--- src/rtl/fp_mult_norm_round_pkg.sv ---
// Shared constants for the FP multiply normalize/round stage: product and
// significand widths, key bit positions in the product, and FSM encodings.
package fp_mult_norm_round_pkg;

   localparam int PROD_W     = 56;
   localparam int MAN_OUT_W  = 24;
   localparam int HIDDEN_POS = 54;
   localparam int GUARD_POS  = 30;

   typedef logic [PROD_W-1:0]    prod_t;
   typedef logic [MAN_OUT_W-1:0] man_t;

   localparam logic [1:0] ST_IDLE  = 2'd0;
   localparam logic [1:0] ST_NORM  = 2'd1;
   localparam logic [1:0] ST_ROUND = 2'd2;
   localparam logic [1:0] ST_HOLD  = 2'd3;

endpackage

--- src/rtl/fp_mult_norm_round_rne_round.sv ---
// Round-to-nearest-even on a 24-bit significand given guard and sticky bits.
// A carry out of the increment yields 1.000... and is reported so the caller
// can bump the exponent.
module rne_round
   import fp_mult_norm_round_pkg::*;
(
   input  logic [MAN_OUT_W-1:0] man_i,
   input  logic                 guard_i,
   input  logic                 sticky_i,
   output logic [MAN_OUT_W-1:0] man_o,
   output logic                 carry_o
);

   logic           roundUp;
   logic [MAN_OUT_W:0] sum;

   // Increment on above-half, or exactly half with an odd LSB; renormalize a carry-out
   always_comb begin
      roundUp = guard_i & (sticky_i | man_i[0]);
      sum     = {1'b0, man_i} + {{MAN_OUT_W{1'b0}}, roundUp};
      carry_o = sum[MAN_OUT_W];
      man_o   = carry_o ? {1'b1, {(MAN_OUT_W-1){1'b0}}} : sum[MAN_OUT_W-1:0];
   end

endmodule

--- src/rtl/fp_mult_norm_round.sv ---
// Normalize/round stage after the mantissa multiplier. Captures the 56-bit
// product on a rising done level, normalizes it (one shift per cycle),
// rounds to nearest even and hands the result to the packer via valid/ready.
module fp_mult_norm_round
   import fp_mult_norm_round_pkg::*;
#(
   parameter int EXP_W   = 10,
   parameter int EXP_MIN = 1,
   parameter int EXP_MAX = 254
) (
   input  logic                 clk,
   input  logic                 reset_n_i,
   input  logic                 mult_done_i,
   input  logic [27:0]          product_high_i,
   input  logic [27:0]          product_low_i,
   input  logic [EXP_W-1:0]     exp_i,
   input  logic                 sign_i,
   input  logic                 ready_i,
   output logic                 valid_o,
   output logic                 sign_o,
   output logic [EXP_W-1:0]     exp_o,
   output logic [MAN_OUT_W-1:0] man_o,
   output logic                 inexact_o,
   output logic                 overflow_o,
   output logic                 underflow_o,
   output logic                 busy_o,
   output logic                 lost_o
);

   localparam logic signed [EXP_W-1:0] EXP_MIN_W = EXP_W'(EXP_MIN);
   localparam logic signed [EXP_W-1:0] EXP_MAX_W = EXP_W'(EXP_MAX);
   localparam logic signed [EXP_W-1:0] EXP_OVF_W = EXP_W'(EXP_MAX + 1);
   localparam logic signed [EXP_W-1:0] ONE_W     = EXP_W'(1);

   logic [1:0]              state_q, state_d;
   logic                    doneDly_q;
   prod_t                   prod_q, prod_d;
   logic signed [EXP_W-1:0] exp_q, exp_d;
   logic                    sign_q, sign_d;
   logic                    sticky_q, sticky_d;
   logic                    zero_q, zero_d;

   logic                    valid_q, valid_d;
   logic                    signOut_q, signOut_d;
   logic [EXP_W-1:0]        expOut_q, expOut_d;
   man_t                    manOut_q, manOut_d;
   logic                    inexact_q, inexact_d;
   logic                    overflow_q, overflow_d;
   logic                    underflow_q, underflow_d;
   logic                    lost_q, lost_d;

   logic                    doneRise;
   man_t                    manRaw, manRnd;
   logic                    guardBit, stickyAll, rndCarry;
   logic signed [EXP_W-1:0] expRnd;

   assign doneRise  = mult_done_i & ~doneDly_q;
   assign manRaw    = prod_q[HIDDEN_POS -: MAN_OUT_W];
   assign guardBit  = prod_q[GUARD_POS];
   assign stickyAll = (|prod_q[GUARD_POS-1:0]) | sticky_q;
   assign expRnd    = rndCarry ? (exp_q + ONE_W) : exp_q;

   rne_round u_rne_round (
      .man_i    (manRaw),
      .guard_i  (guardBit),
      .sticky_i (stickyAll),
      .man_o    (manRnd),
      .carry_o  (rndCarry)
   );

   // Next-state logic: capture, one normalization step per cycle, round, hold for handshake
   always_comb begin
      state_d     = state_q;
      prod_d      = prod_q;
      exp_d       = exp_q;
      sign_d      = sign_q;
      sticky_d    = sticky_q;
      zero_d      = zero_q;
      valid_d     = valid_q;
      signOut_d   = signOut_q;
      expOut_d    = expOut_q;
      manOut_d    = manOut_q;
      inexact_d   = inexact_q;
      overflow_d  = overflow_q;
      underflow_d = underflow_q;
      lost_d      = doneRise & (state_q != ST_IDLE);

      case (state_q)
         ST_IDLE: begin
            if (doneRise) begin
               prod_d   = {product_high_i, product_low_i};
               exp_d    = exp_i;
               sign_d   = sign_i;
               sticky_d = 1'b0;
               zero_d   = 1'b0;
               state_d  = ST_NORM;
            end
         end
         ST_NORM: begin
            if (prod_q == '0) begin
               zero_d  = 1'b1;
               state_d = ST_ROUND;
            end else if (prod_q[PROD_W-1]) begin
               prod_d   = prod_q >> 1;
               sticky_d = sticky_q | prod_q[0];
               exp_d    = exp_q + ONE_W;
               state_d  = ST_ROUND;
            end else if (prod_q[HIDDEN_POS]) begin
               state_d = ST_ROUND;
            end else if (exp_q > EXP_MIN_W) begin
               prod_d = prod_q << 1;
               exp_d  = exp_q - ONE_W;
            end else begin
               state_d = ST_ROUND;
            end
         end
         ST_ROUND: begin
            valid_d     = 1'b1;
            signOut_d   = sign_q;
            expOut_d    = '0;
            manOut_d    = '0;
            inexact_d   = 1'b0;
            overflow_d  = 1'b0;
            underflow_d = 1'b0;
            if (zero_q) begin
               expOut_d = '0;
            end else if ((expRnd < EXP_MIN_W) || !prod_q[HIDDEN_POS]) begin
               underflow_d = 1'b1;
               inexact_d   = 1'b1;
            end else if (expRnd > EXP_MAX_W) begin
               overflow_d = 1'b1;
               expOut_d   = EXP_OVF_W;
               inexact_d  = 1'b1;
            end else begin
               expOut_d  = expRnd;
               manOut_d  = manRnd;
               inexact_d = guardBit | stickyAll;
            end
            state_d = ST_HOLD;
         end
         ST_HOLD: begin
            if (ready_i) begin
               valid_d     = 1'b0;
               signOut_d   = 1'b0;
               expOut_d    = '0;
               manOut_d    = '0;
               inexact_d   = 1'b0;
               overflow_d  = 1'b0;
               underflow_d = 1'b0;
               state_d     = ST_IDLE;
            end
         end
         default: begin
            state_d = ST_IDLE;
         end
      endcase
   end

   // State and output registers; done-delay tracks the input every cycle
   always_ff @(posedge clk or negedge reset_n_i) begin
      if (!reset_n_i) begin
         state_q     <= ST_IDLE;
         doneDly_q   <= 1'b0;
         prod_q      <= '0;
         exp_q       <= '0;
         sign_q      <= 1'b0;
         sticky_q    <= 1'b0;
         zero_q      <= 1'b0;
         valid_q     <= 1'b0;
         signOut_q   <= 1'b0;
         expOut_q    <= '0;
         manOut_q    <= '0;
         inexact_q   <= 1'b0;
         overflow_q  <= 1'b0;
         underflow_q <= 1'b0;
         lost_q      <= 1'b0;
      end else begin
         state_q     <= state_d;
         doneDly_q   <= mult_done_i;
         prod_q      <= prod_d;
         exp_q       <= exp_d;
         sign_q      <= sign_d;
         sticky_q    <= sticky_d;
         zero_q      <= zero_d;
         valid_q     <= valid_d;
         signOut_q   <= signOut_d;
         expOut_q    <= expOut_d;
         manOut_q    <= manOut_d;
         inexact_q   <= inexact_d;
         overflow_q  <= overflow_d;
         underflow_q <= underflow_d;
         lost_q      <= lost_d;
      end
   end

   assign valid_o     = valid_q;
   assign sign_o      = signOut_q;
   assign exp_o       = expOut_q;
   assign man_o       = manOut_q;
   assign inexact_o   = inexact_q;
   assign overflow_o  = overflow_q;
   assign underflow_o = underflow_q;
   assign busy_o      = (state_q != ST_IDLE);
   assign lost_o      = lost_q;

endmodule

--- config.mk ---
export PLATFORM = sky130hd
export DESIGN_NAME = fp_mult_norm_round
export DESIGN_NICKNAME = d
export VERILOG_FILES = /design/src/rtl/fp_mult_norm_round_pkg.sv /design/src/rtl/fp_mult_norm_round_rne_round.sv /design/src/rtl/fp_mult_norm_round.sv
export SDC_FILE = /design/constraint.sdc
export NUM_CORES = 1
export LEC_CHECK = 0
export BUFFER_PORTS_ARGS = -buffer_cell sky130_fd_sc_hd__buf_4
export CAP_MARGIN = 20
export CORE_MARGIN = 1
export CORE_UTILIZATION = 31
export CTS_CLUSTER_DIAMETER = 150
export DETAILED_ROUTE_END_ITERATION = 10
export PLACE_DENSITY_LB_ADDON = 0.1
export SYNTH_ARGS = -nofsm -noshare
export SYNTH_HDL_FRONTEND = slang
export SYNTH_HIERARCHICAL = 1
export SYNTH_SLANG_ARGS = --single-unit
--- constraint.sdc ---
create_clock -name clk -period 3.45 [get_ports clk]
set_input_delay 0.69 -clock clk [delete_from_list [all_inputs] [get_ports clk]]
set_output_delay 0.69 -clock clk [all_outputs]
set_load 0.005 [all_outputs]
==> metrics <==
status=finished, violations left; failing checks=DRC; max-cap check violation count=0; count of unique library cells instantiated by Yosys=68; Cell Pwr Density=941 mW/mm^2; peak supply drop=352 uV; syn_nets=771; Rows=52; sequential cell area fraction in the yosys report=0.434; worst reg2reg path depth=15; critical path data arrival time=3700 ps; DRT iter0 DRCs=580; fin crit period=3450 ps; top-count cell post-synth=dfrtp_1; design area=0.00849 sq mm; Min-Delay Path Class=in -> async; worst slew pin tran=830 ps; Nets=922; number of global-route vias before repair=5974; unrepaired setup endpoints after global routing=yes; Vias/cell=5.57; Yosys top cell by area=dfrtp_1; area grow syn2layout=31.6%; RD Place Congestion=0.854; CP max FO=24; CTS tree=done; WP data required=3700 ps; clock transition at the registers of the reported paths=80 ps; worst relative slew slack=0.441; Worst setup EP type=flip-flop; Crit Reg-Reg Endpoint=man_o[5]; global-route wire length before repair=32.5 mm; diodes inserted=0; Worst-Skew Late Latency=360 ps; dpl hpwl=14.5 mm; wire per inst=18.0 microns; crit share post-route=0.999; Placed Area=0.00806 sq mm; worst slack, placed=-171 ps; DR DRC count=10; initial cell density of the core=0.318; CTS H-tree depth=3; Die Span X=146 microns; yosys warns=6; root buffer cell=clkbuf_16; crit path kind=reg -> reg; reg2reg setup slack=2 ps; Die Y=146 microns; Seq cells post-synth=112; IO Port Bufs=111; Power, Total=7.99 mW; setup_tns=0 ps; largest net degree at the start of global routing=56; WL final=20.1 mm; post-synth top area share=0.434; Final Hold Vio Count=0; mean post-synth cell area=9.34 sq um; top post-synthesis cells by count=dfrtp_1, nor2_1, a21oi_1, a222oi_1, nand2_1; clk sink count=112; setup violators final=0; hold_ws=322 ps; Static Leakage=3.58 nW; Num CTS Buffers=9; reg2reg start=prod_q[4]; worst clock skew=12.0 ps; Top FF cell, synth=dfrtp_1; synthesized cell area=0.00645 sq mm; drt pass-1 iters=11; top cells by area, synth=dfrtp_1, a222oi_1, a21oi_1, nor2_1, a22o_1; Post-synth ARST share=1.00; vias=6221; EDFF count, synth=0; Remaining Overflow, GRT=0; GRT Total Usage=0.190; post-route ant nets=0; Clock Path Buffers=2; I/O pins=112; die area=0.0214 sq mm; antenna violations before repair=0; Max Slew Vio Count=0; CP Launch Type=flip-flop; layout cells sized above 1=0.298; final setup margin=2.21 ps; Syn Inst Count=691; Max Clk Rate=0.290 GHz; Core ar.=0.0203 sq mm
==> layout make-up <==
type / instances / area [sq um]
fillers: 2012 / 11800
multi-input cells: 509 / 3450
flip-flops and latches: 112 / 2800
repair buffers: 199 / 1560
well taps: 270 / 338
clock buffers: 10 / 239
clock inverters: 5 / 63.8
inverters: 11 / 41.3
==> logic make-up after synthesis <==
kind of cell	synth area share
AND/OR/NAND/NOR	0.189
AO/OA/AOI/OAI	0.256
flip-flops	0.434
buffers and inverters	0.0535
XOR/XNOR	0.0421
adder cells (fa/ha/maj)	0.0174
multiplexers	0.00814
==> report_power, final <==
part | leakage (nW) | total [mW] | internal, mW | switching (mW)
clock | 0.146 | 1.10 | 0.587 | 0.511
combinational | 2.08 | 4.36 | 2.03 | 2.34
sequential | 1.35 | 2.53 | 1.94 | 0.592
total | 3.58 | 7.99 | 4.55 | 3.44
==> metrics by stage <==
stage | cells | util
finish | 1116 | 0.418
global route | 1116 | 0.418
CTS | 1115 | 0.415
detailed placement | 1098 | 0.397
global placement | 1098 | 0.397
floorplan | 691 | -
==> metal layers <==
layer	up-vias	GRT usage	wire length, microns
met2	223	0.295	9280
met4	0	0.0620	310
met3	17	0.0303	1290
met5	-	0	0
met1	3002	0.270	9180
li1	2979	-	-
==> layout by cell type, fill, tap and decap left out, drive strengths merged, types with 3 or more instances in the layout <==
cell type	instances
a211o	3
a21o	4
a21oi	80
a222oi	54
a22o	30
a31oi	7
and3	6
and4	10
buf	199
clkbuf	10
dfrtp	112
ha	9
inv	13
mux2i	3
nand2	40
nand2b	3
nand3	15
nand3b	3
nand4	18
nor2	92
nor2b	4
nor3	7
nor3b	5
nor4	19
o21ai	21
o22ai	3
or3	4
or4	4
xnor2	20
xor2	11
==> repair_timing <==
item	4_1_cts	5_1_grt
buffers inserted	2	1
resized for setup	10	11
pin swaps	8	8
hold buffers	0	0
endpoints found under the hold margin	0	0
setup endpoints to repair	32	33
==> flip-flops by register name (all words and copies together) (netlist names) <==
register     count
doneDly_q        1
sign_q           1
sign_o           1
valid_o          1
lost_o           1
underflow_o      1
inexact_o        1
exp_q           10
sticky_q         1
zero_q           1
prod_q          56
state_q          2
overflow_o       1
man_o           24
exp_o           10
==> worst max-delay path: stages, from the launching register on <==
cell,delay [ps]
dfrtp_1,410
nor4_2,300
nand4_1,150
or3_4,420
o21a_1,200
ha_2,180
and4_4,200
nand2_4,80
nor4_4,60
or4_1,410
o31ai_1,70
and3b_1,180
o211ai_1,100
and3b_2,230
buf_12,160
a22o_1,190
==> worst max path at each step <==
| stage | slack (ps) | cells after the start | to | start |
|---|---|---|---|---|
| 2_1_floorplan | -270 | 19 | man_o[4] | prod_q[0] |
| 3_3_place_gp | -110 | 15 | man_o[7] | prod_q[9] |
| 3_5_place_dp | -170 | 15 | man_o[5] | prod_q[9] |
| 4_1_cts | -40 | 15 | man_o[5] | prod_q[12] |
| 5_1_grt | -190 | 15 | man_o[4] | prod_q[4] |
| 6_report | 2 | 15 | man_o[5] | prod_q[4] |
Note: power is estimated with default switching activity, not from simulation.
